<file path="src/rtl/parking_lot_monitor.sv">
// Multi-lane parking lot monitor: per-gate sensor debounce and direction FSM,
// feeding a shared occupancy counter clamped to the lot capacity.
module parking_lot_monitor #(
    parameter int N_LANES  = 2,
    parameter int CAP      = 25,
    parameter int DEBOUNCE = 2,
    localparam int CNT_W   = $clog2(CAP + 1)
) (
    input  logic                   clk,
    input  logic                   reset_n,
    input  logic [N_LANES-1:0]     outer,
    input  logic [N_LANES-1:0]     inner,
    input  logic                   clear,
    output logic [N_LANES-1:0]     enter,
    output logic [N_LANES-1:0]     exit,
    output logic [N_LANES-1:0]     seq_err,
    output logic [CNT_W-1:0]       count,
    output logic                   full,
    output logic                   empty,
    output logic                   ovf,
    output logic                   unf,
    output logic [3*N_LANES-1:0]   lane_state
);

    localparam int DW = (DEBOUNCE > 1) ? $clog2(DEBOUNCE) : 1;
    localparam int SW = CNT_W + $clog2(N_LANES) + 2;

    localparam logic [2:0] IDLE = 3'd0;
    localparam logic [2:0] EA   = 3'd1;
    localparam logic [2:0] EB   = 3'd2;
    localparam logic [2:0] EC   = 3'd3;
    localparam logic [2:0] XA   = 3'd4;
    localparam logic [2:0] XB   = 3'd5;
    localparam logic [2:0] XC   = 3'd6;
    localparam logic [2:0] ERR  = 3'd7;

    for (genvar g = 0; g < N_LANES; g++) begin : g_lane
        logic [1:0]    sync1, sync2, filt;
        logic [DW-1:0] stab;
        logic [2:0]    state, state_nx;
        logic          ent_nx, ext_nx, err_nx;
        logic          ent_q, ext_q, err_q;

        // sync1 is one cycle ahead of sync2, so a disagreement means sync2 is about to change
        always_ff @(posedge clk or negedge reset_n) begin
            if (!reset_n) begin
                sync1 <= 2'b00;
                sync2 <= 2'b00;
                filt  <= 2'b00;
                stab  <= '0;
            end else begin
                sync1 <= {outer[g], inner[g]};
                sync2 <= sync1;
                if (sync2 != filt && stab == DW'(DEBOUNCE - 1)) begin
                    filt <= sync2;
                    stab <= '0;
                end else if (sync2 == filt || sync1 != sync2) begin
                    stab <= '0;
                end else begin
                    stab <= stab + DW'(1);
                end
            end
        end

        always_comb begin
            state_nx = state;
            ent_nx   = 1'b0;
            ext_nx   = 1'b0;
            case (state)
                IDLE: case (filt)
                    2'b10:   state_nx = EA;
                    2'b01:   state_nx = XA;
                    2'b11:   state_nx = ERR;
                    default: ;
                endcase
                EA: case (filt)
                    2'b11:   state_nx = EB;
                    2'b00:   state_nx = IDLE;
                    2'b01:   state_nx = ERR;
                    default: ;
                endcase
                EB: case (filt)
                    2'b01:   state_nx = EC;
                    2'b10:   state_nx = EA;
                    2'b00:   state_nx = ERR;
                    default: ;
                endcase
                EC: case (filt)
                    2'b00:   begin state_nx = IDLE; ent_nx = 1'b1; end
                    2'b11:   state_nx = EB;
                    2'b10:   state_nx = ERR;
                    default: ;
                endcase
                XA: case (filt)
                    2'b11:   state_nx = XB;
                    2'b00:   state_nx = IDLE;
                    2'b10:   state_nx = ERR;
                    default: ;
                endcase
                XB: case (filt)
                    2'b10:   state_nx = XC;
                    2'b01:   state_nx = XA;
                    2'b00:   state_nx = ERR;
                    default: ;
                endcase
                XC: case (filt)
                    2'b00:   begin state_nx = IDLE; ext_nx = 1'b1; end
                    2'b11:   state_nx = XB;
                    2'b01:   state_nx = ERR;
                    default: ;
                endcase
                default: if (filt == 2'b00) state_nx = IDLE;
            endcase
            err_nx = (state_nx == ERR) && (state != ERR);
        end

        always_ff @(posedge clk or negedge reset_n) begin
            if (!reset_n) begin
                state <= IDLE;
                ent_q <= 1'b0;
                ext_q <= 1'b0;
                err_q <= 1'b0;
            end else begin
                state <= state_nx;
                ent_q <= ent_nx;
                ext_q <= ext_nx;
                err_q <= err_nx;
            end
        end

        assign enter[g]              = ent_q;
        assign exit[g]               = ext_q;
        assign seq_err[g]            = err_q;
        assign lane_state[3*g +: 3]  = state;
    end

    localparam logic signed [SW-1:0] CAP_S = SW'(CAP);

    // Wide signed sum so a full set of simultaneous entries or exits never wraps
    logic signed [SW-1:0] sum;
    always_comb begin
        sum = $signed({{(SW - CNT_W){1'b0}}, count});
        for (int l = 0; l < N_LANES; l++) begin
            sum = sum + SW'(enter[l]) - SW'(exit[l]);
        end
    end

    always_ff @(posedge clk or negedge reset_n) begin
        if (!reset_n) begin
            count <= '0;
            ovf   <= 1'b0;
            unf   <= 1'b0;
        end else if (clear) begin
            count <= '0;
            ovf   <= 1'b0;
            unf   <= 1'b0;
        end else if (sum[SW-1]) begin
            count <= '0;
            unf   <= 1'b1;
        end else if (sum > CAP_S) begin
            count <= CNT_W'(CAP);
            ovf   <= 1'b1;
        end else begin
            count <= sum[CNT_W-1:0];
        end
    end

    assign full  = (count == CNT_W'(CAP));
    assign empty = (count == '0);

endmodule

</file>
<file path="config.mk">
export PLATFORM = sky130hd
export DESIGN_NAME = parking_lot_monitor
export DESIGN_NICKNAME = d
export VERILOG_FILES = /design/src/rtl/parking_lot_monitor.sv
export SDC_FILE = /design/constraint.sdc
export NUM_CORES = 1
export LEC_CHECK = 0
export CAP_MARGIN = 10
export CORE_MARGIN = 4
export CORE_UTILIZATION = 54
export DETAILED_ROUTE_END_ITERATION = 12
export PLACE_DENSITY = 0.78
export SETUP_SLACK_MARGIN = 0.1
export SLEW_MARGIN = 10
export SYNTH_ARGS = -nofsm -noshare
export SYNTH_HDL_FRONTEND = slang
export SYNTH_SLANG_ARGS = --single-unit
</file>
<file path="constraint.sdc">
create_clock -name clk -period 10.2 [get_ports clk]
set_input_delay 3.06 -clock clk [delete_from_list [all_inputs] [get_ports clk]]
set_output_delay 3.06 -clock clk [all_outputs]
set_load 0.03 [all_outputs]
</file>
# Word-level counts from Yosys, hierarchy flattened
# Index checks and enable logic that the tools add are counted.
[totals]
elab_cells = 106
output_inout_bits = 21
memories = 0
inputBits = 7
reg_bits = 33
ramBits = 0
rom_bits = 0
latch_bits = 0
[op_classes]
n_lt_le_gt_ge = 1
bitwise = 0
mul = 0
eq_ne = 30
reduce_logical = 14
div = 0
mux = 36
shifts = 0
n_addsub = 6
[ops]
columns = ["operator", "count"]
rows = [
  ["one-hot mux 3 bit (3 select lines)", 14],
  ["one-hot mux 3 bit (7 select lines)", 2],
  ["== test 3 bit (second input constant)", 8],
  ["two-way mux 1 bit", 15],
  ["two-way mux 5 bit", 3],
  ["== test 3 x 2 -> 1 bit (second input constant)", 4],
  ["adder 7 x 2 -> 8 bit", 1],
  ["== test 2 bit (second input constant)", 4],
  ["greater-than comparator 8 x 6 -> 1 bit (second input constant)", 1],
  ["!= test 2 bit", 4],
  ["subtractor 8 x 1 -> 8 bit", 1],
  ["subtractor 6 x 1 -> 7 bit", 1],
  ["adder 5 x 1 -> 6 bit", 1],
  ["== test 3 x 1 -> 1 bit (second input constant)", 2],
  ["zero test 3 bit", 2],
  ["two-way mux 3 bit", 2],
  ["!= test 3 bit (second input constant)", 2],
  ["== test 5 bit (second input constant)", 1],
  ["zero test 5 bit", 1],
  ["== test 2 x 1 -> 1 bit (second input constant)", 2],
  ["== test 2 bit", 2],
  ["logical AND 1 bit", 4],
  ["zero test 2 bit", 2],
  ["nonzero test 2 bit", 2],
  ["other kinds (4)", 6],
]

# Logic depth before layout (Yosys ltp)
# Gate-level depths: netlist (run 1).
[depth]
word_depth = 8
mapped_depth = 18
depth_no_buf = 18

# Worst setup path after synthesis (run 1)
# No wires, ideal clock.
[synth_timing]
path_kind = "reg-to-output"
startpoint = "register count[3]"
endpoint = "output empty"
stages_incl_launch_ff = 4
arrival_time_ps = 1786
required_time_ps = 7140
path_slack_ps = 5354
n_path_buf = 0
cell_sequence = "dfrtp_1 inv_1 ha_1 nor4b_1"
[synth_between]
elab_chain_cells = 1
[synth_lines]
columns = ["element", "line_no", "rtl"]
rows = [
  ["from (decl)", "17", "output logic [CNT_W-1:0] count,"],
  ["from (signal assigned)", "161", "count <= CNT_W'(CAP);"],
  ["from (signal assigned)", "164", "count <= sum[CNT_W-1:0];"],
  ["zero test 5 bit", "169", "assign empty = (count == '0);"],
  ["to (decl)", "19", "output logic empty,"],
]
# Every way passes these cells.

# Worst setup path in the final report (run 1)
# Same ends and word-level chain as after synthesis.

==> reports/qor.yml, run 1 <==
cts_setup_buffers: 0
ctsResizeCount: 0
finalMaxSlewViolations: 0
tightest_slew_ns: 0.656
hpwl_um: 3110
cts_tree: "built"
insertedDiodeCount: 0
syn_area_sq_mm: 0.00231
cp-start-kind: "flip-flop"
viasPerCell: 5.87
yosysTopAreaCellShare_pct: 35.7
fmax_mhz: 202
die_width_um: 73.5
worstPathArrival_ns: 1.88
drtIter0Drc: 96
min_period_ns: 4.94
final-hold-violation-count: 0
rsz0062_at_grt: "false"
fp.dieArea_sq_mm: 0.00540
worst-path-buf-inv: 2
numClockSinks: 33
grt_max_degree: 34
max_cap_viol_count: 0
htree_num_levels: 2
grt_pass1_vias: 1641
first_pass_iters: 4
clk_pin_slew_ns: 0.07
antenna_found_initial: 0
drc_errors: 0
reg2reg_from: "g_lane[0].ent_q"
holdCritPathClass: "flip-flop to flip-flop"
start_util_pct: 57.0
setup_violations: 0
rows: 23
slowest_stage: "clkdlybuf4s50_1"
core-area_sq_mm: 0.00406
syn-instance-count: 246
hold_buffers: 0
portBuffers: 27
grt_usage_pct: 17.2
cts_made_buffers: 5
worstPathMaxFanout: 4
grt.overflow.total: 0
routedWlPerCell_um: 13.6
ios: 28
fin_crit_sh_pct: 48.4
critical-path-top-delay-family: "buffers and inverters"
synthToLayoutAreaGrowth_pct: 15.5
clk-insertion-delay-late_ns: 0.28
crit_chain: "inv_1 -> ha_1 -> nor4b_1 -> clkdlybuf4s50_1"
avgSynthCellArea_sq_um: 9.40
yosysTopAreaCell: "dfrtp_1"
yosysWarnings: 0
worstSetupStartpoint: "count[3]"
globalplace.congestion: 0.850
min-delay-start: "g_lane[1].sync1[0]"
synth.distinct_cells: 48
finalNetCount: 287
end_kind: "output pin"
synth_edf_count: 0
layout_commonest_cell: "dfrtp_1"
cts-root-buf: "clkbuf_8"
cpPeakStageDelay_ns: 0.72
num_vias: 1830
routed_wl_um: 4230
worstSetupPathType: "flip-flop to output pin"
ys_seq_elements: 33
setup_tns_ns: 0
clock_skew_ns: 0.00798
clk_path_buf_depth: 2
status: "finished, final reports clean"
synthArstFlopShare_pct: 100
grt_first_pass_wirelength_um: 7270
synth_nets: 272
drive_gt1_share_pct: 9.54
yosysSeqAreaShare_pct: 35.7
fill_cells: 337
cp.required_ns: 7.14
drtAntennaViolNets: 0
synth_area_leaders: "dfrtp_1, ha_1, o21ai_0"
layout_common_cells: "dfrtp_1, clkdlybuf4s50_1, inv_1"
synth_flop_cell: "dfrtp_1"
relSlewSlack_pct: 55.9
die_h_um: 73.5
[cell type report]
cell class                 count  area [sq um]  share of cell area, %
tap                           50          62.6                   2.34
sequential                    33           826                   30.9
inverter                      23          86.3                   3.23
clock inverter                 3          46.3                   1.73
multi-input combinational    170          1300                   48.8
timing repair buffer          28           278                   10.4
clock buffer                   5          68.8                   2.58
[layer usage]
| metal | wire length, um | global-route usage [%] | up-vias |
|---|---|---|---|
| met5 | 0 | 0 | - |
| met4 | 57 | 5.43 | 0 |
| met3 | 227 | 4.10 | 7 |
| met2 | 2030 | 28.2 | 55 |
| met1 | 1920 | 22.4 | 865 |
| li1 | - | - | 903 |
[state kept, by name, summed over array words and instances, names as in the netlist]
register	flops
g_lane.err_q	2
g_lane.state	6
unf	1
g_lane.sync2	4
g_lane.sync1	4
g_lane.filt	4
g_lane.ent_q	2
count	5
ovf	1
g_lane.stab	2
g_lane.ext_q	2
[cell usage after synthesis, drive strengths merged, types with 2 or more instances]
cell / instances
a2111oi: 5
a211oi: 9
a21o: 5
a21oi: 16
a221oi: 4
a31o: 2
a41o: 2
and4: 2
buf: 6
clkbuf: 14
dfrtp: 33
fa: 2
ha: 17
inv: 23
mux2: 4
nand2: 10
nand2b: 6
nand3b: 2
nor2: 16
nor2b: 3
nor3: 6
nor3b: 2
nor4b: 4
o21a: 2
o21ai: 17
o221ai: 2
o22ai: 3
o31ai: 2
or3: 2
xnor2: 9
xor2: 6
[stage by stage]
step / setup slack (ns) / instances / hold slack (ns) / util [%] / area (sq um)
after floorplan: 5.35 / 246 / 0.372 / - / 2310
after CTS: 5.24 / 312 / 0.399 / 65.8 / 2670
after global routing: 5.10 / 312 / 0.405 / 65.8 / 2670
after global placement: 5.58 / 304 / 0.375 / 63.0 / 2560
final: 5.26 / 312 / 0.397 / 65.8 / 2670
after detailed placement: 5.55 / 304 / 0.383 / 63.0 / 2560
[path summary, 6_finish.rpt]
check | end | slack [ns] | cells after the start
min in group asynchronous | g_lane[0].err_q | 3.16 | 2
max | empty | 5.26 | 4
max reg2reg | count[2] | 6.40 | 15
min | g_lane[1].sync2[0] | 0.40 | 0
min reg2reg | g_lane[1].sync2[0] | 0.40 | 0
max in group asynchronous | g_lane[0].sync2[0] | 6.73 | 2
[cells by family after synthesis]
logic type | count (synthesis) | synth area share, %
adder cells (fa/ha/maj) | 19 | 10.9
AO/OA/AOI/OAI | 73 | 21.8
multiplexers | 4 | 1.95
buffers and inverters | 43 | 7.95
XOR/XNOR | 16 | 7.46
AND/OR/NAND/NOR | 58 | 14.2
flip-flops | 33 | 35.7
Power of run 1 is not shown: default switching activity piles up to over one toggle a cycle in this logic, so the estimate is an artifact.
==> inputs of run 2 (changes only) <==
==> constraint.sdc (replaced) <==
create_clock -name clk -period 4.6 [get_ports clk]
set_input_delay 1.38 -clock clk [delete_from_list [all_inputs] [get_ports clk]]
set_output_delay 1.38 -clock clk [all_outputs]
set_load 0.03 [all_outputs]
==> run 2 against run 1 <==
Net effect: routed wire length fell by 0.64%; critical path type is now flip-flop to flip-flop; utilization fell by 0.71 points; die area did not move; worst setup slack got worse by 4.4 ns; register-to-register slack got worse by 5.5 ns; clock-buffer cell count did not move; largest cell class unchanged; highest routed layer unchanged; first-iteration DRC count rose by 60%; non-clock buffer count did not move.
==> reports/qor.yml, run 2 (same netlist as run 1, synthesis figures left out) <==
antenna_found_initial: 0  # unchanged
hold_buffers: 0  # unchanged
clk_path_buf_depth: 2  # unchanged
fin_crit_sh_pct: 80.7
largest_register_ffs: 6  # unchanged
setup_tns_ns: 0  # unchanged
grt_first_pass_wirelength_um: 7250  # -0.28%
grt_max_degree: 34  # unchanged
routed_wl_um: 4210  # -0.64%
worstPathMaxFanout: 4  # unchanged
worstSetupPathType: "flip-flop to flip-flop"
slowest_stage: "a2111oi_0"
clk_pin_slew_ns: 0.07  # about the same
drtIter0Drc: 154  # +60%
grt_pass1_vias: 1676  # +2.1%
fp.dieArea_sq_mm: 0.00540  # unchanged
holdCritPathClass: "flip-flop to flip-flop"
drtAntennaViolNets: 0  # unchanged
drc_errors: 0  # unchanged
cts_made_buffers: 5  # unchanged
start_util_pct: 57.0  # unchanged
ctsResizeCount: 0  # unchanged
routedWlPerCell_um: 13.5  # -0.64%
crit_chain: "inv_1 -> ha_1 -> inv_1 -> ha_1 -> inv_1 -> fa_1 -> nand2b_1 -> a21oi_2 -> xnor2_4 -> ha_1 -> a21o_1 -> a41o_1 -> or3_4 -> a2111oi_0 -> nor3_1"
relSlewSlack_pct: 53.5  # -2.5 points
hpwl_um: 3070  # -1.2%
die_width_um: 73.5  # unchanged
cp-start-kind: "flip-flop"
num_vias: 1831  # +0.055%
cts_setup_buffers: 0  # unchanged
layout_commonest_cell: "dfrtp_1"
worstPathArrival_ns: 3.86  # +1.98 ns
first_pass_iters: 4  # unchanged
core-area_sq_mm: 0.00406  # unchanged
htree_num_levels: 2  # unchanged
reg2reg_from: "g_lane[0].ent_q"
ios: 28  # unchanged
tightest_slew_ns: 0.693  # +0.0370 ns
rsz0062_at_grt: "false"
fmax_mhz: 269
min-delay-start: "g_lane[1].sync1[0]"
final-hold-violation-count: 0  # unchanged
fill_cells: 351  # +4.2%
finalNetCount: 287  # unchanged
numClockSinks: 33  # unchanged
rows: 23  # unchanged
max_cap_viol_count: 0  # unchanged
grt_usage_pct: 16.9  # -0.34 points
largest_register: "g_lane.state"
post-place-ws_ns: 0.919  # -4.63 ns
globalplace.congestion: 0.827  # -2.6%
top_regs: "g_lane.state (6), count (5)"
cpPeakStageDelay_ns: 0.49  # -0.23 ns
portBuffers: 27  # unchanged
whs_endpoint: "g_lane[1].sync2[0]"
clock_skew_ns: 0.00439  # -0.00359 ns
cts_tree: "built"
finalMaxSlewViolations: 0  # unchanged
worstReg2RegEnd: "count[4]"
cts-root-buf: "clkbuf_8"
cp.required_ns: 4.75  # -2.39 ns
min_period_ns: 3.71
viasPerCell: 5.87  # about the same
clk-insertion-delay-late_ns: 0.28  # about the same
synthToLayoutAreaGrowth_pct: 14.2
end_kind: "flip-flop"
min_path_cells: 0  # unchanged
status: "finished, final reports clean"
layout_common_cells: "dfrtp_1, clkdlybuf4s50_1, inv_1"
die_h_um: 73.5  # unchanged
grt.overflow.total: 0  # unchanged
setup_violations: 0  # unchanged
drive_gt1_share_pct: 9.54  # unchanged
r2r.worst_path.cells: 15  # unchanged
layout_setup_ws_ns: 0.886  # -4.37 ns
insertedDiodeCount: 0  # unchanged
reg2reg_slack_ns: 0.89  # -5.51 ns
==> run 2: area by class of cell <==
class	count	area, sq um	area share [%]
inverters	23	86.3	3.27
clock inverters	3	17.5	0.663
repair buffers	28	278	10.5
well taps	50	62.6	2.37
multi-input cells	170	1300	49.3
flip-flops and latches	33	826	31.3
clock buffers	5	68.8	2.60
==> run 2: how the worst max path moves through the flow <==
stage	startpoint	to	slack (ns)	cells past startpoint
final	g_lane[0].ent_q	count[4]	0.89	15
after CTS	g_lane[0].ent_q	count[4]	0.89	15
after global routing	g_lane[0].ent_q	count[1]	0.64	14
after floorplan	g_lane[0].ent_q	count[3]	1.17	15
after global placement	g_lane[0].ent_q	count[1]	0.98	15
after detailed placement	g_lane[0].ent_q	count[4]	0.92	15
==> run 2: per-layer routing <==
layer / track usage, % / share of wire [%]
met5: 0 / 0
met4: 6.84 / 1.8
met3: 3.01 / 3.8
met2: 27.8 / 48
met1: 21.9 / 46
==> run 2: worst max-delay path, delay by kind of cell, from the launching register on <==
family          cells  cell delay, ns
buf+inv             3            0.15
fa+ha+maj           4            1.09
xor+xnor            1            0.19
flops               1            0.34
compound gates      4            1.19
simple gates        3            0.61
==> run 2: stage by stage <==
stage	util, %	hold WS [ns]	std cells	cell area, sq um
finish	65.1	0.393	312	2640
global route	65.1	0.408	312	2640
CTS	65.1	0.396	312	2640
detailed placement	63.0	0.381	304	2560
global placement	63.0	0.375	304	2560
floorplan	-	0.372	246	2310
Power of run 2 is left out for the same reason.
==> inputs of run 3 (changes only) <==
==> constraint.sdc (replaced) <==
create_clock -name clk -period 3.6 [get_ports clk]
set_input_delay 1.08 -clock clk [delete_from_list [all_inputs] [get_ports clk]]
set_output_delay 1.08 -clock clk [all_outputs]
set_load 0.03 [all_outputs]
==> run 3 against run 2 <==
Net effect: the flow now finishes with violations (setup timing); register-to-register slack got worse by 0.94 ns; global-route usage rose by 2.6 points; utilization rose by 8.0 points; die area did not move; routed wire length rose by 29%; sequential share of layout area fell by 3.4 points; cell count rose by 3.8%; final area rose by 12%; maximum frequency rose by 1.6%; clock skew rose by 0.0027 ns; worst setup slack got worse by 0.94 ns; clock-buffer cell count did not move.
==> reports/qor.yml, run 3 (same netlist as run 1, synthesis figures left out) <==
cts_tree: "built"
hpwl_um: 3350  # +9.0%
insertedDiodeCount: 0  # unchanged
start_util_pct: 57.0  # unchanged
cp.required_ns: 3.77  # -0.98 ns
grt.overflow.total: 0  # unchanged
critical-path-top-delay-family: "adder cells"
layout_setup_ws_ns: -0.0546  # -0.941 ns
clock_skew_ns: 0.00711  # +0.00273 ns
crit_chain: "ha_1 -> inv_1 -> ha_2 -> inv_2 -> fa_2 -> nand2b_4 -> a21oi_4 -> xnor2_4 -> ha_4 -> a21o_1 -> a41o_1 -> or3_4 -> a211oi_4 -> nor4b_4"
drc_errors: 0  # unchanged
reg2reg_slack_ns: -0.05  # -0.94 ns
final-hold-violation-count: 0  # unchanged
end_kind: "flip-flop"
cts_made_buffers: 5  # unchanged
worstPathArrival_ns: 3.82  # -0.04 ns
htree_num_levels: 2  # unchanged
clk_pin_slew_ns: 0.07  # about the same
die_width_um: 73.5  # unchanged
crit_cells: 14  # -1
violations: "setup timing"
top_regs: "g_lane.state (6), count (5)"
fin_crit_sh_pct: 102  # +21 points
max_cap_viol_count: 0  # unchanged
die_h_um: 73.5  # unchanged
layout_common_cells: "dfrtp_1, clkdlybuf4s50_1, inv_1"
tightest_slew_ns: 0.508  # -0.185 ns
r2r.worst_path.cells: 14  # -1
antenna_found_initial: 0  # unchanged
globalplace.congestion: 0.854  # +3.2%
fmax_mhz: 274  # +1.6%
worstPathMaxFanout: 4  # unchanged
clk_path_buf_depth: 2  # unchanged
ios: 28  # unchanged
status: "finished with violations"
cts-root-buf: "clkbuf_8"
routedWlPerCell_um: 16.7  # +24%
core-area_sq_mm: 0.00406  # unchanged
setup_violations: 3  # +3
slowest_stage: "or3_4"
whs_ns: 0.392  # -0.000941 ns
min_path_cells: 0  # unchanged
worstSetupPathType: "flip-flop to flip-flop"
clk-insertion-delay-late_ns: 0.28  # about the same
cpPeakStageDelay_ns: 0.43  # -0.06 ns
final_core_util_pct: 73.1  # +8.0 points
rsz0062_at_grt: "true"
portBuffers: 27  # unchanged
grt_pass1_vias: 1811  # +8.1%
fp.dieArea_sq_mm: 0.00540  # unchanged
synthToLayoutAreaGrowth_pct: 28.3
first_pass_iters: 4  # unchanged
routed_wl_um: 5410  # +29%
grt_usage_pct: 19.4  # +2.6 points
finalMaxSlewViolations: 0  # unchanged
grt_first_pass_wirelength_um: 8200  # +13%
worst-path-buf-inv: 2  # -1
num_vias: 1909  # +4.3%
layout_commonest_cell: "dfrtp_1"
finalNetCount: 299  # +4.2%
drtIter0Drc: 185  # +20%
largest_register: "g_lane.state"
min_period_ns: 3.65  # -0.0589 ns
cp-start-kind: "flip-flop"
drive_gt1_share_pct: 22.3  # +13 points
numClockSinks: 33  # unchanged
drtAntennaViolNets: 0  # unchanged
relSlewSlack_pct: 66.1  # +13 points
viasPerCell: 5.89  # +0.40%
post-place-ws_ns: -0.154  # -1.07 ns
grt_max_degree: 34  # unchanged
largest_register_ffs: 6  # unchanged
rows: 23  # unchanged
holdCritPathClass: "flip-flop to flip-flop"
## run 3: cell count changes in the layout (fill, tap and decap cells not counted), sizes merged
cell and delta:
clkinv -1, bufinv +1, buf +12
## run 3: repair_timing
action                                 CTS  global route
endpoints found under the hold margin    0             0
setup endpoints to repair                7             7
hold buffers                             0             0
buffers inserted                         1             6
pin swaps                                2            13
gates resized for setup                 15            24
## run 3: layer usage
layer | track usage (%) | vias to the layer above | part of all wire (%)
met5 | 0 | - | 0
met4 | 6.44 | 0 | 1.7
met3 | 3.97 | 8 | 4.0
met2 | 34.4 | 50 | 53
met1 | 23.4 | 925 | 41
li1 | - | 926 | -
## run 3: per-stage QoR
step	TNS (ns)	std cells	cell area (sq um)
final	-0.0888	324	2970
after global routing	-0.569	324	2970
after detailed placement	-0.422	309	2590
after floorplan	0	246	2310
after global placement	0	309	2590
after CTS	0	318	2790
## run 3: final cells by class
class | instances | area, sq um
repair buffers | 40 | 372
clock inverters | 3 | 46.3
flip-flops and latches | 33 | 826
fillers | 299 | 1090
inverters | 23 | 86.3
multi-input cells | 170 | 1510
well taps | 50 | 62.6
clock buffers | 5 | 68.8
## run 3: final timing paths
| check | end | from |
|---|---|---|
| max | count[1] | g_lane[0].ext_q |
| min | g_lane[0].sync2[0] | g_lane[0].sync1[0] |
| max reg2reg | count[1] | g_lane[0].ext_q |
| min reg2reg | g_lane[0].sync2[0] | g_lane[0].sync1[0] |
| max in group asynchronous | ovf | reset_n |
| min in group asynchronous | g_lane[0].err_q | reset_n |
Power of run 3 is left out for the same reason.
